[config.mk]
export PLATFORM = sky130hd
export DESIGN_NAME = enemy_sprite_unit
export DESIGN_NICKNAME = d
export VERILOG_FILES = /design/src/rtl/enemy_sprite_unit.sv
export SDC_FILE = /design/constraint.sdc
export NUM_CORES = 1
export LEC_CHECK = 0
export CORE_ASPECT_RATIO = 0.75
export CORE_UTILIZATION = 40
export DETAILED_ROUTE_END_ITERATION = 10
export HOLD_SLACK_MARGIN = 0.02
export PLACE_DENSITY = 0.7
export SKIP_CTS_REPAIR_TIMING = 1
export SLEW_MARGIN = 25
export SYNTH_ARGS = -nofsm -noshare
export SYNTH_HDL_FRONTEND = slang
export SYNTH_SLANG_ARGS = --single-unit
[constraint.sdc]
create_clock -name Clk -period 2.4 [get_ports Clk]
set_input_delay 0.24 -clock Clk [delete_from_list [all_inputs] [get_ports Clk]]
set_output_delay 0.24 -clock Clk [all_outputs]
set_load 0.01 [all_outputs]
[src/rtl/enemy_sprite_unit.sv]
// Per-pixel enemy sprite stage: 3-clock bounding-box/ROM pipeline plus per-enemy walk-animation FSMs.
// Optional hit-flash whitening is built when HIT_FLASH_EN is defined.
module enemy_sprite_unit #(
  parameter int unsigned ENEMY_NUM = 4,
  parameter int unsigned SPR_W     = 32,
  parameter int unsigned SPR_H     = 32,
  parameter int unsigned FRAMES    = 4,
  parameter int unsigned ANIM_DIV  = 8
) (
  input  logic                         Clk,
  input  logic                         Reset,
  input  logic                         pix_en,
  input  logic [9:0]                   DrawX,
  input  logic [9:0]                   DrawY,
  input  logic                         frame_start,
  input  logic [ENEMY_NUM-1:0][9:0]    enemy_x,
  input  logic [ENEMY_NUM-1:0][9:0]    enemy_y,
  input  logic [ENEMY_NUM-1:0]         enemy_alive,
  input  logic [ENEMY_NUM-1:0]         enemy_moving,
  input  logic [ENEMY_NUM-1:0][1:0]    enemy_dir,
`ifdef HIT_FLASH_EN
  input  logic [ENEMY_NUM-1:0]         enemy_hit,
`endif
  output logic [ENEMY_NUM-1:0][13:0]   rom_addr,
  input  logic [ENEMY_NUM-1:0][4:0]    rom_data,
  output logic [ENEMY_NUM-1:0]         is_enemy,
  output logic [ENEMY_NUM-1:0][4:0]    enemy_index,
  output logic                         out_valid
);

  localparam int unsigned FW = $clog2(FRAMES);
  localparam int unsigned XW = $clog2(SPR_W);
  localparam int unsigned YW = $clog2(SPR_H);
  localparam int unsigned DW = $clog2(ANIM_DIV);

  typedef enum logic {IDLE, WALK} anim_state_t;

  anim_state_t         state   [ENEMY_NUM];
  anim_state_t         state_n [ENEMY_NUM];
  logic [FW-1:0]       frame   [ENEMY_NUM];
  logic [FW-1:0]       frame_n [ENEMY_NUM];
  logic [DW-1:0]       div     [ENEMY_NUM];
  logic [DW-1:0]       div_n   [ENEMY_NUM];
  logic [FW-1:0]       frame_t [ENEMY_NUM];
  logic [DW-1:0]       div_t   [ENEMY_NUM];

  logic [9:0]           lx [ENEMY_NUM];
  logic [9:0]           ly [ENEMY_NUM];
  logic [ENEMY_NUM-1:0] hit0, hit1, hit2;
  logic                 v1, v2;
  logic [ENEMY_NUM-1:0][4:0] idx_n;

  always_comb begin
    for (int unsigned i = 0; i < ENEMY_NUM; i++) begin
      lx[i]   = DrawX - enemy_x[i];
      ly[i]   = DrawY - enemy_y[i];
      hit0[i] = enemy_alive[i] && (lx[i] < 10'(SPR_W)) && (ly[i] < 10'(SPR_H));
    end
  end

  // IDLE always holds frame 0 / divider 0, so the pulse that enters WALK
  // counts as the first divider tick using the same step arithmetic.
  always_comb begin
    for (int unsigned i = 0; i < ENEMY_NUM; i++) begin
      if (div[i] == DW'(ANIM_DIV - 1)) begin
        div_t[i]   = '0;
        frame_t[i] = frame[i] + 1'b1;
      end else begin
        div_t[i]   = div[i] + 1'b1;
        frame_t[i] = frame[i];
      end
    end
  end

  always_comb begin
    for (int unsigned i = 0; i < ENEMY_NUM; i++) begin
      state_n[i] = state[i];
      frame_n[i] = frame[i];
      div_n[i]   = div[i];
      if (frame_start) begin
        unique case (state[i])
          IDLE: if (enemy_moving[i] && enemy_alive[i]) begin
            state_n[i] = WALK;
            frame_n[i] = frame_t[i];
            div_n[i]   = div_t[i];
          end
          WALK: if (!(enemy_moving[i] && enemy_alive[i])) begin
            state_n[i] = IDLE;
            frame_n[i] = '0;
            div_n[i]   = '0;
          end else begin
            frame_n[i] = frame_t[i];
            div_n[i]   = div_t[i];
          end
          default: state_n[i] = IDLE;
        endcase
      end
    end
  end

  always_ff @(posedge Clk) begin
    for (int unsigned i = 0; i < ENEMY_NUM; i++) begin
      if (Reset) begin
        state[i] <= IDLE;
        frame[i] <= '0;
        div[i]   <= '0;
      end else begin
        state[i] <= state_n[i];
        frame[i] <= frame_n[i];
        div[i]   <= div_n[i];
      end
    end
  end

`ifdef HIT_FLASH_EN
  logic [ENEMY_NUM-1:0][3:0] flash_cnt;

  always_ff @(posedge Clk) begin
    if (Reset) begin
      flash_cnt <= '0;
    end else begin
      for (int unsigned i = 0; i < ENEMY_NUM; i++) begin
        if (enemy_hit[i])
          flash_cnt[i] <= 4'd15;
        else if (frame_start && flash_cnt[i] != 4'd0)
          flash_cnt[i] <= flash_cnt[i] - 4'd1;
      end
    end
  end
`endif

  always_comb begin
    for (int unsigned i = 0; i < ENEMY_NUM; i++) begin
      idx_n[i] = (hit2[i] && v2) ? rom_data[i] : 5'd0;
`ifdef HIT_FLASH_EN
      if (flash_cnt[i] != 4'd0 && flash_cnt[i][1] && idx_n[i] != 5'd0)
        idx_n[i] = 5'd2;
`endif
    end
  end

  always_ff @(posedge Clk) begin
    if (Reset) begin
      rom_addr    <= '0;
      hit1        <= '0;
      hit2        <= '0;
      v1          <= 1'b0;
      v2          <= 1'b0;
      is_enemy    <= '0;
      enemy_index <= '0;
      out_valid   <= 1'b0;
    end else begin
      for (int unsigned i = 0; i < ENEMY_NUM; i++)
        rom_addr[i] <= {enemy_dir[i], frame[i], ly[i][YW-1:0], lx[i][XW-1:0]};
      hit1        <= hit0;
      v1          <= pix_en;
      hit2        <= hit1;
      v2          <= v1;
      is_enemy    <= hit2 & {ENEMY_NUM{v2}};
      enemy_index <= idx_n;
      out_valid   <= v2;
    end
  end

endmodule
Word-level counts from Yosys, hierarchy flattened. Memories as Yosys holds them, arrays and structs flattened. Index checks and enable logic that the tools add are counted.

Bits in registers: 91. RAM bits: 24. Input port bits: 140. Output and inout port bits: 81. Word-level logic and storage cells: 149. Memories kept: 3.

$add $sub $neg: 16. Magnitude comparators: 8. Equal/unequal tests: 4. Muxes and demuxes: 63. Bitwise operators: 21. Reduce and logical (&&, ||, !) cells: 20.

Memories: div (depth 4, bits a word 3, rd ports 4, clocked after memory_dff 0, wr ports 4, line 42) `logic [DW-1:0] div [ENEMY_NUM];`; frame (depth 4, bits a word 2, rd ports 4, clocked after memory_dff 0, wr ports 4, line 40) `logic [FW-1:0] frame [ENEMY_NUM];`; state (depth 4, bits a word 1, rd ports 4, clocked after memory_dff 0, wr ports 4, line 38) `anim_state_t state [ENEMY_NUM];`.

Operators with widths (count): $lt A10 B6 Y1 const B (8); $sub A10 B10 Y10 (8); $mux W3 (20); $mux W2 (20); $pmux W3 S2 (4); $logic_and A1 B1 Y1 (16); $pmux W2 S2 (4); $mux W1 (15); $add A3 B1 Y3 const B (4); $eq A3 B3 Y1 const B (4); $or A1 B1 Y1 (12); $add A2 B1 Y2 const B (4); $not A1 Y1 (8); $reduce_or A2 Y1 (4); $and A4 B4 Y4 (1).

Depth between registers and ports, before layout.
Depth in word-level cells: 6. Depth in mapped cells: 10. Gate-level depth less buffers: 10.

Least setup slack after synthesis. No wires, ideal clock.

Path type: in2reg. Start: input port DrawX[0]. End: register hit1[3]. Setup time: 92 ps. Arrival: 1985 ps. Required time: 2308 ps. Slack: 323 ps. Stages on the path: 10. Path buffers: 0. Path through: inv_1 > ha_1 > fa_1 > nor2b_1 > o21ai_1 > o22ai_1 > mux2i_1 > nor4_1 > o2111ai_1 > nor4_1.

Longest elaborated chain between the ends: 4.

RTL lines: from (decl) (line 13) `input logic [9:0] DrawX,`; $sub A10 B10 Y10 (line 55) `lx[i] = DrawX - enemy_x[i];`; $lt A10 B6 Y1 (line 57) `hit0[i] = enemy_alive[i] && (lx[i] < 10'(SPR_W)) && (ly[i] < 10'(SPR_H));`; $logic_and A1 B1 Y1 (2 in a row) (line 57); to (signal assigned) (line 155) `hit1 <= hit0;`; to (decl) (line 49) `logic [ENEMY_NUM-1:0] hit0, hit1, hit2;`.

Every way passes these cells. A chain may end at the register's enable or synchronous reset.

Worst setup path in the final report.
Start: input port DrawY[0]. End: register hit1[2].

Longest elaborated chain between the ends: 3.

RTL lines: from (decl) (line 14) `input logic [9:0] DrawY,`; $sub A10 B10 Y10 (line 56) `ly[i] = DrawY - enemy_y[i];`; $lt A10 B6 Y1 (line 57); $logic_and A1 B1 Y1 (line 57).

Every way passes these cells.

==> results.json <==
{
  "outcome": "complete, but fails checks",
  "failed_checks": "design-rule violations",
  "avgViaCountPerCell": 4.91,
  "maxSlewHeadroom": 0.612,
  "tightestPinTransition_ps": 582,
  "antenna_violations_before_repair": 0,
  "clk_latency_worst_skew_pair_ps": 410,
  "syn_area_sq_um": 6800,
  "grt_first_pass_wirelength_mm": 30.2,
  "clockRootBuffer": "sky130_fd_sc_hd__clkbuf_16",
  "wl_mm": 18.8,
  "synth_enable_flop_cells": 0,
  "total_die_area_sq_um": 17500,
  "maximum_clock_rate_mhz": 442,
  "count_of_mapped_cells_out_of_synthesis": 789,
  "critical_path.endpoint": "hit1[2]",
  "fraction_of_layout_cells_with_a_size_suffix_above_1": 0.135,
  "timing_max_transition_violations_final": 0,
  "critical_path_arrival_ps": 2570,
  "initial_core_util": 0.417,
  "syn2layout_area_growth_pct": 54.5,
  "setup_repair_after_global_routing_missed_its_margin": "true",
  "die_h_um": 115,
  "fill_cells": 1405,
  "core_sq_um": 16300,
  "number_of_optimization_iterations_in_the_first_detailed_route_pass": 7,
  "globalRouteTotalUtil": 0.218,
  "clock_tree_from_tritoncts": "done",
  "number_of_diodes": 0,
  "fin_skew_ps": 6.27,
  "critical_path_peak_fanout": 4,
  "dpl-instance-area_sq_um": 9860,
  "dp_cells": 1293,
  "yosysWarnings": 0,
  "synth_seq_cells": 115,
  "cts-buffers-inserted": 17,
  "routed_wire_length_per_instance_um": 14.2,
  "synth.distinct_cells": 64,
  "overflow": 0,
  "place.gp.congestion": 0.865,
  "layout_worst_path_cycle_share": 0.943,
  "worst-endpoint-required_ps": 2700,
  "nNetsFinal": 1330,
  "hold_slack_ps": 275,
  "synthTopCellsByCount": "115 x sky130_fd_sc_hd__dfxtp_1, 91 x sky130_fd_sc_hd__inv_1, 80 x sky130_fd_sc_hd__ha_1",
  "number_of_standard_cell_rows_in_the_floorplan": 40,
  "async_flop_share": 0,
  "hold_path_startpoint": "Reset",
  "ios": 221,
  "critical_path_class": "input port to register",
  "ant_nets": 0,
  "post-dp-hpwl_mm": 14.9,
  "critPathLaunch": "DrawY[0]",
  "r2r_start": "div[3][0]",
  "vias_in_the_first_global_route": 6103,
  "syn_area_cell_sq_um": 8.61,
  "route.detailed.drc": 21,
  "grt_start_max_net_pins": 58,
  "ir_worst_vdd_mv": 0.482,
  "utilization": 0.644,
  "yosys-top-cells-area": "sky130_fd_sc_hd__dfxtp_1 34%, sky130_fd_sc_hd__ha_1 15%, sky130_fd_sc_hd__inv_1 5.0%",
  "vias": 6511,
  "hold_class": "input port to register",
  "synthDominantCellAreaShare": 0.339,
  "crit-reg2reg-capture": "frame[3][1]",
  "ff2ff_path_depth": 6,
  "total_power_mw": 6.04,
  "yosys.cell_count.top_type": "sky130_fd_sc_hd__dfxtp_1",
  "start_kind": "input port",
  "worst-r2r-setup-slack_ps": 1110,
  "synth.yosys.seq_area_share": 0.339,
  "instances_no_fill": 1325,
  "port-buffer-count": 220,
  "cts-root-to-sink-buffers": 2,
  "clk_transition_reported_paths_ps": 60,
  "maxCapViolations": 0,
  "layout_cell_area_excl_fill_sq_um": 10500,
  "synth_top_area_cell": "sky130_fd_sc_hd__dfxtp_1",
  "cp-end-kind": "register",
  "syn_nets": 1017,
  "p_per_cell_area_nw_per_um2": 575,
  "first_iteration_detailed_routing_drc_count": 322,
  "post-route-min-period_ps": 2260,
  "cts-htree-levels": 4,
  "hold_vio_cnt_final": 0,
  "clock-sinks": 115,
  "primary_flip_flop_cell_chosen_by_synthesis_mapping": "sky130_fd_sc_hd__dfxtp_1",
  "total_leakage_power_nw": 4.75,
  "number_of_failing_setup_endpoints_in_the_final_timing_report": 0,
  "die_width_um": 153
}
-- stage by stage --
step           TNS, ps  worst slack (ps)
2_1_floorplan        0               323
3_3_place_gp     -1170              -329
3_5_place_dp     -1310              -404
4_1_cts              0              23.0
5_1_grt          -96.1             -88.2
6_report             0               136
-- placed cells by master, fill, tap and decap left out, types with 16 or more instances in the layout --
master / synthesis / layout
sky130_fd_sc_hd__dfxtp_1: 115 / 115
sky130_fd_sc_hd__inv_1: 91 / 91
sky130_fd_sc_hd__nor2b_1: 46 / 40
sky130_fd_sc_hd__clkdlybuf4s50_1: 0 / 219
sky130_fd_sc_hd__clkbuf_16: 0 / 17
sky130_fd_sc_hd__and3_1: 26 / 26
sky130_fd_sc_hd__o21ai_0: 45 / 44
sky130_fd_sc_hd__nand3_1: 16 / 16
sky130_fd_sc_hd__nand2_1: 25 / 25
sky130_fd_sc_hd__buf_4: 0 / 87
sky130_fd_sc_hd__nor2_1: 70 / 70
sky130_fd_sc_hd__ha_1: 80 / 79
sky130_fd_sc_hd__a21oi_1: 44 / 43
sky130_fd_sc_hd__nor3_1: 29 / 28
-- critical path, cell delays in order --
cell	delay, ps
sky130_fd_sc_hd__clkdlybuf4s50_1	390
sky130_fd_sc_hd__inv_1	130
sky130_fd_sc_hd__ha_1	220
sky130_fd_sc_hd__fa_1	250
sky130_fd_sc_hd__nor2b_4	50
sky130_fd_sc_hd__o31a_1	290
sky130_fd_sc_hd__or3_4	350
sky130_fd_sc_hd__a21oi_2	150
sky130_fd_sc_hd__mux2_1	350
sky130_fd_sc_hd__nand4_1	90
sky130_fd_sc_hd__nor4_2	50
-- how the worst min path moves through the flow --
stage	endpoint	slack (ps)	cells past startpoint
6_report	state[2]	280	4
4_1_cts	state[2]	270	4
3_3_place_gp	v2	420	1
2_1_floorplan	rom_addr[12]	370	1
3_5_place_dp	v2	420	1
5_1_grt	state[2]	330	4
-- report_power, final --
group	switching [mW]	leakage (nW)	internal, mW	total, mW
Combinational	0.704	3.52	0.867	1.57
Clock	0.992	0.284	1.45	2.44
Sequential	0.0257	0.941	2.00	2.02
-- flip-flops by register name, summed over array words and instances (netlist names) --
signal and flops:
is_enemy 4, frame 8, enemy_index 20, rom_addr 56, v1 1, div 12, state 4, out_valid 1
hit1 4, v2 1, hit2 4
-- layout make-up --
cell class	count	area [sq um]	share of cell area
Clock inverter	15	145	0.0138
Sequential cell	115	2300	0.219
Inverter	91	342	0.0325
Timing Repair Buffer	307	2850	0.271
Tap cell	210	263	0.0250
Clock buffer	17	425	0.0405
Multi-Input combinational cell	570	4180	0.398
-- metal layers --
metal  GRT usage  vias up  wire length, um
met2       0.346      190             7990
met3      0.0558       20             1290
li1            -     3414                -
met4      0.0734        0              331
met1       0.289     2887             9140
met5           0        -                0
-- kinds of logic after synthesis --
group,share of synthesized area
mux,0.0153
compound gates,0.186
simple gates,0.198
flops,0.339
xor+xnor,0.0333
fa+ha+maj,0.171
buf+inv,0.0576
No activity file was read; power rests on OpenSTA's default activity.
==> RTL change 1, RTL diff (same settings) <==
Remove the register `enemy_index`: a continuous assignment takes its place, so the output `enemy_index` follows one clock earlier.
--- a/src/rtl/enemy_sprite_unit.sv
+++ b/src/rtl/enemy_sprite_unit.sv
@@ -147,7 +147,6 @@
       v1          <= 1'b0;
       v2          <= 1'b0;
       is_enemy    <= '0;
-      enemy_index <= '0;
       out_valid   <= 1'b0;
     end else begin
       for (int unsigned i = 0; i < ENEMY_NUM; i++)
@@ -157,9 +156,10 @@
       hit2        <= hit1;
       v2          <= v1;
       is_enemy    <= hit2 & {ENEMY_NUM{v2}};
-      enemy_index <= idx_n;
       out_valid   <= v2;
     end
   end
 
+  assign enemy_index = idx_n;
+
 endmodule
Check against the original RTL: not equivalent (a bounded check fails within 4 cycles, from zero or initial values and one cycle with Reset high).
==> RTL change 1 against the unedited design <==
  * First-iteration DRC count is 7.5% higher
  * Combinational power is 11% higher
  * Power is 19% lower
  * Area after synthesis is 4.6% lower
  * Non-clock buffer count is 57 higher
  * Sequential power is 16% lower
  * Design area is 0.45% lower
  * Core utilization is 3.0 points higher
  * Sequential cell count is 20 lower
  * Worst setup slack worse by 34 ps
  * Wire length is 7.5% higher
  * Critical path type unchanged
  * Largest power group is now combinational logic
==> RTL change 1: results <==
[outcome]
run_status = finished clean

[finish]
biggestRegsByFlops = rom_addr: 56 flops, div: 12 flops, frame: 8 flops
fill_cells = 1317
multiInputGateArea_um2 = 4390
final_non_filler_cells = 1350
drive_above_1_share = 0.1817

[global_route]
global_route.usage.total = 0.2367
grt.met2_usage = 0.3783
first_global_vias = 6315
maximum_number_of_pins_on_one_net_before_global_route_repair = 28

[synth]
ys_seq_area_frac = 0.2933
syn_avg_cell_area_um2 = 8.302
syn-num-nets = 1009
synth_top_cells_by_count = 95 x dfxtp_1, 80 x ha_1, 78 x inv_1
unique_cell_type_count_in_the_yosys_netlist = 68
synth_area_leaders = dfxtp_1 29%, ha_1 15%, inv_1 4.5%, nor2b_1 4.3%, a21oi_1 4.2%

[setup_path]
path_max_fanout = 2
critPathMaxStageDelay_ps = 440
setup.worst_path.start = enemy_y[10]
r2r_setup_slack_ps = 1130
origin_of_the_critical_flop_to_flop_path = div[1][0]$_SDFFE_PP0P_
cp-endpoint = hit1[1]$_SDFF_PP0_
critical-path-top-delay-family = adder cells
r2r-end = frame[1][1]$_SDFFE_PP0P_
critPathArrivalTime_ps = 2560

[worst_hold_path]
worstHoldPathType = in -> reg
holdPathEnd = rom_addr[34]$_SDFF_PP0_

[power]
power.clock.total_uw = 1420
power.density_nw_per_um2 = 464.7
vdd_drop_max_mv = 0.3358
power.share.sequential = 0.348
sw_frac_of_total = 0.3099

[routing]
firstDrtPassIters = 5
routedLengthMet1_um = 9898
route.vias.total = 6786
wl_met2_um = 8858
wl_um = 20160
drt_iter0_markers = 346
wl_met3_um = 1141

[clock_tree]
cts.htree.levels = 3
cts_inserted_buffers = 9
clock_latency_ps = 350

[place]
placed_cells_incl_taps = 1330
placed_cell_area_um2 = 9947
post-place-ws_ps = -515.4
place.gp.congestion = 0.8861

[timing]
fin_hold_ws_ps = 271.1
worst-slew-pin-transition_ps = 465.0
==> RTL change 1: changes by cell type after synthesis, sizes merged, moves of 8 or more <==
| cell | before | now |
|---|---|---|
| dfxtp | 115 | 95 |
| xor2 | 12 | 23 |
| nand2 | 25 | 33 |
| a21oi | 45 | 54 |
| nand3 | 16 | 24 |
| inv | 91 | 78 |
==> RTL change 1: logic make-up after synthesis <==
group | synth area share
AO/OA/AOI/OAI | 0.1914
XOR/XNOR | 0.04612
adder cells (fa/ha/maj) | 0.1791
buffers and inverters | 0.05577
flip-flops | 0.2933
multiplexers | 0.01100
AND/OR/NAND/NOR | 0.2233
==> RTL change 1: area by class of cell <==
| type | count | share of cell area |
|---|---|---|
| Inverter | 78 | 0.02800 |
| Timing Repair Buffer | 364 | 0.3183 |
| Tap cell | 205 | 0.02453 |
| Clock buffer | 9 | 0.02154 |
| Multi-Input combinational cell | 592 | 0.4199 |
| Sequential cell | 95 | 0.1819 |
| Clock inverter | 7 | 0.005863 |
==> RTL change 2, RTL diff (same flow settings) <==
Without the edit above. The option `HIT_FLASH_EN` is turned on by a define.
--- a/src/rtl/enemy_sprite_unit.sv
+++ b/src/rtl/enemy_sprite_unit.sv
@@ -1,5 +1,7 @@
 // Per-pixel enemy sprite stage: 3-clock bounding-box/ROM pipeline plus per-enemy walk-animation FSMs.
 // Optional hit-flash whitening is built when HIT_FLASH_EN is defined.
+`define HIT_FLASH_EN
+
 module enemy_sprite_unit #(
   parameter int unsigned ENEMY_NUM = 4,
   parameter int unsigned SPR_W     = 32,
Ports: changed (added enemy_hit); port bits go from 221 to 225. No check against the original RTL was run, so the function may have changed too.
==> RTL change 2 against the unedited design <==
  * Worst setup slack worse by 51 ps
  * Synthesized cell count up 17%
  * First-iteration DRC count up 24%
  * Clock power rose by 7%
  * Sequential cell count increased by 16
  * Design area grew 13%
  * Power rose by 12%
  * Non-clock buffer count is 40 higher
  * Area after synthesis rose by 14%
  * Wire length is 20% higher
==> RTL change 2: results <==
[synth]
ys_seq_area_frac = 0.3373
synth_top_cells_by_count = 131 x dfxtp_1, 96 x inv_1, 84 x ha_1
synth-async-reset-ratio = 0
synth_area_leaders = dfxtp_1 34%, ha_1 14%, a21oi_1 4.9%, inv_1 4.6%, nor2b_1 4.2%
unique_cell_type_count_in_the_yosys_netlist = 70
yosysWarningCount = 0
syn_avg_cell_area_um2 = 8.451
syn-num-nets = 1156
synthFlopType = dfxtp_1

[global_route]
global_route.usage.total = 0.2273
first_global_vias = 7314
maximum_number_of_pins_on_one_net_before_global_route_repair = 110
grt_pass1_wl_um = 35600
antenna_found_initial = 0

[clock_tree]
cts_inserted_buffers = 17
cts.clk_slew.worst_paths_ps = 70
cts_root_buf = clkbuf_16
ctsLongestPathBuffers = 2
clock_latency_ps = 420
cts.htree.levels = 4

[routing]
detail_route.vias_per_cell = 5.044
drt_iter0_markers = 398
routed_wire_length_per_instance_um = 14.75
firstDrtPassIters = 5
wl_um = 22550

[place]
post-place-ws_ps = -461.1
placed_cell_area_um2 = 11190
place.gp.congestion = 0.9037
placement.io_buffers = 224
placed_cells_incl_taps = 1496
place.detailed.hpwl_um = 17750

[outcome]
run_status = finished clean

[setup_path]
critical-path-top-delay-family = simple AND/OR/NAND/NOR gates
critPathMaxStageDelay_ps = 470
critPathArrivalTime_ps = 2650
path_max_fanout = 4

[finish]
fill_cells = 1644
layout.core_utilization = 0.6330
drive_above_1_share = 0.1498
biggestRegsByFlops = rom_addr: 56 flops, enemy_index: 20 flops, flash_cnt: 16 flops

[power]
leakage_uw = 0.005260
vdd_drop_max_mv = 0.3626

[timing]
finalClockSkew_ps = 7.697
worst-slew-pin-transition_ps = 452.3
==> RTL change 2: changes by cell type after synthesis, moves of 7 or more <==
cell	unedited run	this run
a21oi_1	44	76
xnor2_1	13	21
nand3_1	16	24
nand2_1	25	38
dfxtp_1	115	131
or4_1	0	7
nor2_1	70	79
==> RTL change 2: power by group <==
part           switching, µW  leakage, µW  internal, µW  total (µW)
combinational            835      0.00390           981        1820
sequential              46.3      0.00108          2290        2330
clock                   1140     0.000286          1480        2620
==> RTL change 2: area by class of cell <==
cell class,instances,share of cell area
clock buffers,17,0.03579
clock inverters,15,0.01379
inverters,96,0.03032
multi-input cells,676,0.4057
flip-flops and latches,131,0.2206
well taps,247,0.02600
repair buffers,347,0.2678
==> RTL change 2: cell families after synthesis <==
kind of cell	Yosys count	synth area share
adders and majority gates	92	0.1558
buffers and inverters	113	0.05472
xor gates and xnor gates	33	0.03814
DFF	131	0.3373
muxes	9	0.01223
and+or+nand+nor	307	0.2050
AOI/OAI and AO/OA	235	0.1968
==> RTL change 2: per-layer routing <==
layer,up-vias,track usage,share of wire
met4,0,0.05549,0.0081
met3,13,0.04596,0.059
met2,212,0.3540,0.43
met5,-,0,0
met1,3531,0.3196,0.50
li1,3957,-,-
==> RTL change 2: worst paths after layout <==
check / from / to / depth (start not counted) / slack (ps)
setup / recovery: DrawY[0] / hit1[0]$_SDFF_PP0_ / 12 / 80
hold / removal: enemy_dir[1] / rom_addr[13]$_SDFF_PP0_ / 2 / 360
setup reg to reg: flash_cnt[13]$_SDFFE_PP0P_ / flash_cnt[15]$_SDFFE_PP0P_ / 7 / 900
hold reg to reg: v1$_SDFF_PP0_ / v2$_SDFF_PP0_ / 1 / 450
